[src/rtl/dram_arbiter.sv]
// dram_arbiter: shares the single-port data RAM between the CPU data port and the DMA port.
// Define DRAM_ARB_RR_EN for strict round-robin; otherwise the CPU has priority, bounded by STARVE_MAX.
module dram_arbiter #(
    parameter int ADDR_W     = 32,
    parameter int DATA_W     = 32,
    parameter int MEM_LAT    = 1,
    parameter int STARVE_MAX = 4
) (
    input  logic              clk,
    input  logic              rst,
    input  logic              cpu_req,
    input  logic              cpu_we,
    input  logic [ADDR_W-1:0] cpu_addr,
    input  logic [DATA_W-1:0] cpu_wdata,
    output logic [DATA_W-1:0] cpu_rdata,
    output logic              cpu_ack,
    output logic              cpu_stall,
    input  logic              dma_req,
    input  logic              dma_we,
    input  logic [ADDR_W-1:0] dma_addr,
    input  logic [DATA_W-1:0] dma_wdata,
    output logic [DATA_W-1:0] dma_rdata,
    output logic              dma_ack,
    output logic              d_ram_rena,
    output logic              d_ram_wena,
    output logic [ADDR_W-1:0] ram_addr,
    output logic [DATA_W-1:0] ram_wdata,
    input  logic [DATA_W-1:0] ram_rdata
);
    typedef enum logic [1:0] {IDLE, ACCESS, RESP} state_t;

    localparam logic [2:0] LAT_LAST = 3'(MEM_LAT - 1);

    state_t            state_q, state_d;
    logic              owner_q, owner_d;      // 1 = DMA owns the current access
    logic              we_q, we_d;
    logic [ADDR_W-1:0] addr_q, addr_d;
    logic [DATA_W-1:0] wdata_q, wdata_d;
    logic [2:0]        lat_q, lat_d;
    logic [DATA_W-1:0] cpu_rdata_q, cpu_rdata_d;
    logic [DATA_W-1:0] dma_rdata_q, dma_rdata_d;
    logic              grant_dma;
    logic              issue;

    assign issue = (state_q == IDLE) & (cpu_req | dma_req);

`ifdef DRAM_ARB_RR_EN
    logic last_owner_q;

    // On a tie the master that did not own the previous access wins.
    assign grant_dma = dma_req & (~cpu_req | ~last_owner_q);

    always_ff @(posedge clk or negedge rst) begin
        if (!rst) begin
            last_owner_q <= 1'b1;
        end else if (issue) begin
            last_owner_q <= grant_dma;
        end
    end
`else
    localparam logic [3:0] STARVE_LIM = 4'(STARVE_MAX);

    logic [3:0] starve_q, starve_d;

    assign grant_dma = dma_req & (~cpu_req | (starve_q == STARVE_LIM));

    always_comb begin
        starve_d = starve_q;
        if (issue) begin
            if (grant_dma || !dma_req) begin
                starve_d = '0;
            end else if (starve_q != STARVE_LIM) begin
                starve_d = starve_q + 4'd1;
            end
        end
    end

    always_ff @(posedge clk or negedge rst) begin
        if (!rst) begin
            starve_q <= '0;
        end else begin
            starve_q <= starve_d;
        end
    end
`endif

    always_comb begin
        state_d     = state_q;
        owner_d     = owner_q;
        we_d        = we_q;
        addr_d      = addr_q;
        wdata_d     = wdata_q;
        lat_d       = lat_q;
        cpu_rdata_d = cpu_rdata_q;
        dma_rdata_d = dma_rdata_q;
        case (state_q)
            IDLE: begin
                if (issue) begin
                    owner_d = grant_dma;
                    we_d    = grant_dma ? dma_we    : cpu_we;
                    addr_d  = grant_dma ? dma_addr  : cpu_addr;
                    wdata_d = grant_dma ? dma_wdata : cpu_wdata;
                    lat_d   = '0;
                    state_d = ACCESS;
                end
            end
            ACCESS: begin
                lat_d = lat_q + 3'd1;
                if (lat_q == LAT_LAST) begin
                    if (!we_q) begin
                        if (owner_q) dma_rdata_d = ram_rdata;
                        else         cpu_rdata_d = ram_rdata;
                    end
                    state_d = RESP;
                end
            end
            RESP:    state_d = IDLE;
            default: state_d = IDLE;
        endcase
    end

    always_ff @(posedge clk or negedge rst) begin
        if (!rst) begin
            state_q     <= IDLE;
            owner_q     <= 1'b0;
            we_q        <= 1'b0;
            addr_q      <= '0;
            wdata_q     <= '0;
            lat_q       <= '0;
            cpu_rdata_q <= '0;
            dma_rdata_q <= '0;
        end else begin
            state_q     <= state_d;
            owner_q     <= owner_d;
            we_q        <= we_d;
            addr_q      <= addr_d;
            wdata_q     <= wdata_d;
            lat_q       <= lat_d;
            cpu_rdata_q <= cpu_rdata_d;
            dma_rdata_q <= dma_rdata_d;
        end
    end

    // Enables and acks decode from the registered state, so an async reset drops them at once.
    assign d_ram_rena = (state_q == ACCESS) & ~we_q;
    assign d_ram_wena = (state_q == ACCESS) &  we_q;
    assign ram_addr   = addr_q;
    assign ram_wdata  = wdata_q;
    assign cpu_ack    = (state_q == RESP) & ~owner_q;
    assign dma_ack    = (state_q == RESP) &  owner_q;
    assign cpu_stall  = cpu_req & ~cpu_ack;
    assign cpu_rdata  = cpu_rdata_q;
    assign dma_rdata  = dma_rdata_q;

endmodule

[config.mk]
export PLATFORM = sky130hd
export DESIGN_NAME = dram_arbiter
export DESIGN_NICKNAME = d
export VERILOG_FILES = /design/src/rtl/dram_arbiter.sv
export SDC_FILE = /design/constraint.sdc
export NUM_CORES = 1
export LEC_CHECK = 0
export CORE_ASPECT_RATIO = 0.7
export CORE_MARGIN = 1.5
export CORE_UTILIZATION = 30
export DETAILED_ROUTE_END_ITERATION = 16
export GPL_TIMING_DRIVEN = 0
export SYNTH_ARGS = -nofsm -noshare
export SYNTH_HDL_FRONTEND = slang
export SYNTH_SLANG_ARGS = --single-unit
[constraint.sdc]
create_clock -name clk -period 4.5 [get_ports clk]
set_input_delay 1.125 -clock clk [delete_from_list [all_inputs] [get_ports clk]]
set_output_delay 1.125 -clock clk [all_outputs]
set_load 0.01 [all_outputs]
==> impl_metrics.env <==
export IMPL_ys_async_sr_fraction_pct=100
export IMPL_power_total_mw=6.91
export IMPL_dp_final_hpwl_um=16400
export IMPL_io_pins=299
export IMPL_post_synth_top_count_cell="dfrtp_1"
export IMPL_rr_worst_depth=5
export IMPL_netlist_instances=509
export IMPL_reg2reg_setup_slack_ns=2.33
export IMPL_fin_skew_ns=0.0163
export IMPL_timing_critical_path_max_delay_family="buffers and inverters"
export IMPL_worstPathMaxFanout=10
export IMPL_wl_per_cell_um=19.8
export IMPL_dr_first_iter_drc_count=288
export IMPL_finalHoldViolations=0
export IMPL_post_cts_buffers=0
export IMPL_groute_usage_overall_pct=19.8
export IMPL_detail_route_antenna_nets=0
export IMPL_grt_first_pass_wirelength_um=34300
export IMPL_clock_sinks=139
export IMPL_drc=0
export IMPL_finish_cell_count_without_fillers=1115
export IMPL_numPortBuffers=297
export IMPL_synth_largest_area_cell="dfrtp_1"
export IMPL_worst_hold_path_endpoint="dma_rdata[1]"
export IMPL_timing_critical_path_buf_inv=3
export IMPL_min_delay_start="dma_rdata[1]"
export IMPL_cap_viol_max_count=0
export IMPL_ys_warn_count=0
export IMPL_power_per_standard_cell_area_nw_per_um2=665
export IMPL_unrepaired_setup_endpoints_after_global_routing="no"
export IMPL_route_detailed_vias_per_inst=5.25
export IMPL_ctsResizeCount=0
export IMPL_seq_area_sq_um=3480
export IMPL_fillerInstances=1830
export IMPL_via_count=5849
export IMPL_holdPathStages=1
export IMPL_cts_inserted_buffers=17
export IMPL_fmaxAchievable_mhz=270
export IMPL_worst_slew_pin_transition_ns=0.544
export IMPL_r2r_start="state_q[0]"
export IMPL_yosys_area_top_type_share_pct=53.8
export IMPL_final_min_clock_period_ns=3.70
export IMPL_cts_max_path_buffers=2
export IMPL_drt_pass1_iterations=4
export IMPL_antenna_violations_before_repair=0
export IMPL_final_layout_size_suffix_gt1_share_pct=14.1
export IMPL_grt_max_degree=93
export IMPL_min_delay_path_class="flip-flop to flip-flop"
export IMPL_design_die_area_sq_um=22400
export IMPL_critPathKind="input port to output port"
export IMPL_synthTopCellsByCount="dfrtp_1 (139), a221o_1 (65), and3_1 (65), and4_1 (65), mux2_2 (64)"
export IMPL_synthTopCellsByArea="dfrtp_1 (54%), mux2_2 (11%), a221o_1 (10%), and4_1 (8.8%), and3_1 (6.3%)"
export IMPL_synthesis_area_sq_um=6460
export IMPL_root_buffer_master="clkbuf_16"
export IMPL_yosys_register_bits=139
export IMPL_critPathCaptureType="output port"
export IMPL_area_growth_synth_to_finish_pct=60.9
export IMPL_status="finished clean"
export IMPL_timing_critical_path_cells="buf_2 > clkbuf_1 > nor2b_1 > clkdlybuf4s50_1"
export IMPL_max_vdd_ir_drop_uv=294
export IMPL_worst_slew_margin_rel_pct=63.7
export IMPL_tritoncts="yes"
export IMPL_cts_clk_slew_worst_paths_ns=0.07
export IMPL_clock_insertion_delay_worst_skew_ns=0.42
export IMPL_global_route_overflow_total=0
export IMPL_finalSetupViolCount=0
export IMPL_average_size_of_a_mapped_cell_sq_um=12.7
export IMPL_tcrit_tclk_final_pct=82.3
export IMPL_via_count_of_the_first_global_routing_pass=6153
export IMPL_gpl_final_weighted_congestion=0.850
export IMPL_coreArea_sq_um=20900
export IMPL_die_h_um=126
export IMPL_synth_yosys_seq_area_share_pct=53.8
export IMPL_critPathMaxStageDelay_ns=0.57
export IMPL_design_final_nets=996
export IMPL_die_w_um=178
export IMPL_maximum_level_of_the_cts_h_tree=4
export IMPL_finalMaxSlewViolations=0
export IMPL_cp_required_ns=3.38
export IMPL_power_leakage_nw=4.44
export IMPL_placementRows=44
export IMPL_initial_core_util_pct=30.9
export IMPL_count_of_antenna_diodes_in_the_layout=0
export IMPL_critical_path_reg2reg_endpoint="starve_q[2]"
export IMPL_arrival_worst_endpoint_ns=2.58
export IMPL_worstSetupStartpointType="input port"
export IMPL_cts_hold_buffers_added=0
export IMPL_place_detailed_instances=1083
export IMPL_synth_edff_count=0
export IMPL_fin_hold_ws_ns=0.506
export IMPL_timing_critical_path_slowest_stage_cell="clkdlybuf4s50_1"
export IMPL_synth_top_flop_cell="dfrtp_1"
export IMPL_synthesis_nets=679
export IMPL_synth_cell_type_count=37
export IMPL_wirelength_um=22100
export IMPL_multiInputGateArea_sq_um=2700
[kinds of logic (layout without fill, tap and decap cells)]
family                   after synthesis  in the layout  share of synthesized area [%]
multiplexers                          67             67                           11.6
AO/OA/AOI/OAI                         73             73                           11.0
AND/OR/NAND/NOR                      160            160                           18.3
XOR/XNOR                               1              1                          0.136
flip-flops                           139            139                           53.8
buffers and inverters                 65            395                           4.39
adder cells (fa/ha/maj)                4              4                          0.774
[how the worst max path moves through the flow]
stage               endpoint  depth (start not counted)    start
2_1_floorplan      cpu_stall                          3  cpu_req
3_3_place_gp   ram_wdata[31]                          1      rst
3_5_place_dp       cpu_stall                          4  cpu_req
4_1_cts            cpu_stall                          4  cpu_req
5_1_grt            cpu_stall                          4  cpu_req
6_report           cpu_stall                          4  cpu_req
[per-layer routing]
layer / vias up / wire (um) / GRT usage, %
met5: - / 0 / 0
met4: 0 / 312 / 5.78
met2: 229 / 10200 / 31.0
li1: 2628 / - / -
met3: 24 / 1620 / 5.25
met1: 2968 / 9980 / 26.9
[registers in the layout (all words and copies together) (netlist names)]
signal / cells
cpu_rdata: 32
starve_q: 4
ram_addr: 32
we_q: 1
ram_wdata: 32
dma_rdata: 32
owner_q: 1
lat_q: 3
state_q: 2
[layout make-up]
cell class	instances	area share, %
Sequential cell	139	33.4
Clock inverter	14	1.46
Multi-Input combinational cell	305	26.0
Clock buffer	18	4.22
Timing Repair Buffer	298	28.9
Inverter	7	0.253
Tap cell	276	3.32
Buffer	58	2.48
[through the flow]
stage / cell area, sq um / worst slack (ns) / util (%) / setup TNS [ns]
after floorplan: 6460 / 1.64 / - / 0
after global placement: 9780 / -3.31 / 46.8 / -458.15
after detailed placement: 9810 / 0.749 / 46.9 / 0
after CTS: 10400 / 0.747 / 49.7 / 0
after global routing: 10400 / 0.702 / 49.7 / 0
final: 10400 / 0.796 / 49.7 / 0
[layout by cell type, fill, tap and decap left out, drive strengths merged, types with 14 or more instances in the layout]
| cell | Yosys | layout |
|---|---|---|
| buf | 17 | 19 |
| clkdlybuf4s50 | 0 | 296 |
| a221o | 65 | 65 |
| mux2 | 65 | 65 |
| inv | 7 | 14 |
| and3 | 65 | 65 |
| clkbuf | 41 | 59 |
| and4 | 65 | 65 |
| dfrtp | 139 | 139 |
[worst register-to-register path: stages, from the launching register on]
cell       delay, ns
dfrtp_1         0.44
nor2_1          0.43
buf_2           0.38
clkbuf_1        0.40
o311ai_0        0.25
o2bb2ai_1       0.17
[where the power goes]
group | internal (mW) | switching [mW] | leakage, nW
combinational | 1.91 | 1.36 | 2.48
sequential | 1.87 | 0.375 | 1.69
clock | 0.797 | 0.607 | 0.277
total | 4.57 | 2.34 | 4.44
No activity file was read; power rests on OpenSTA's default activity.
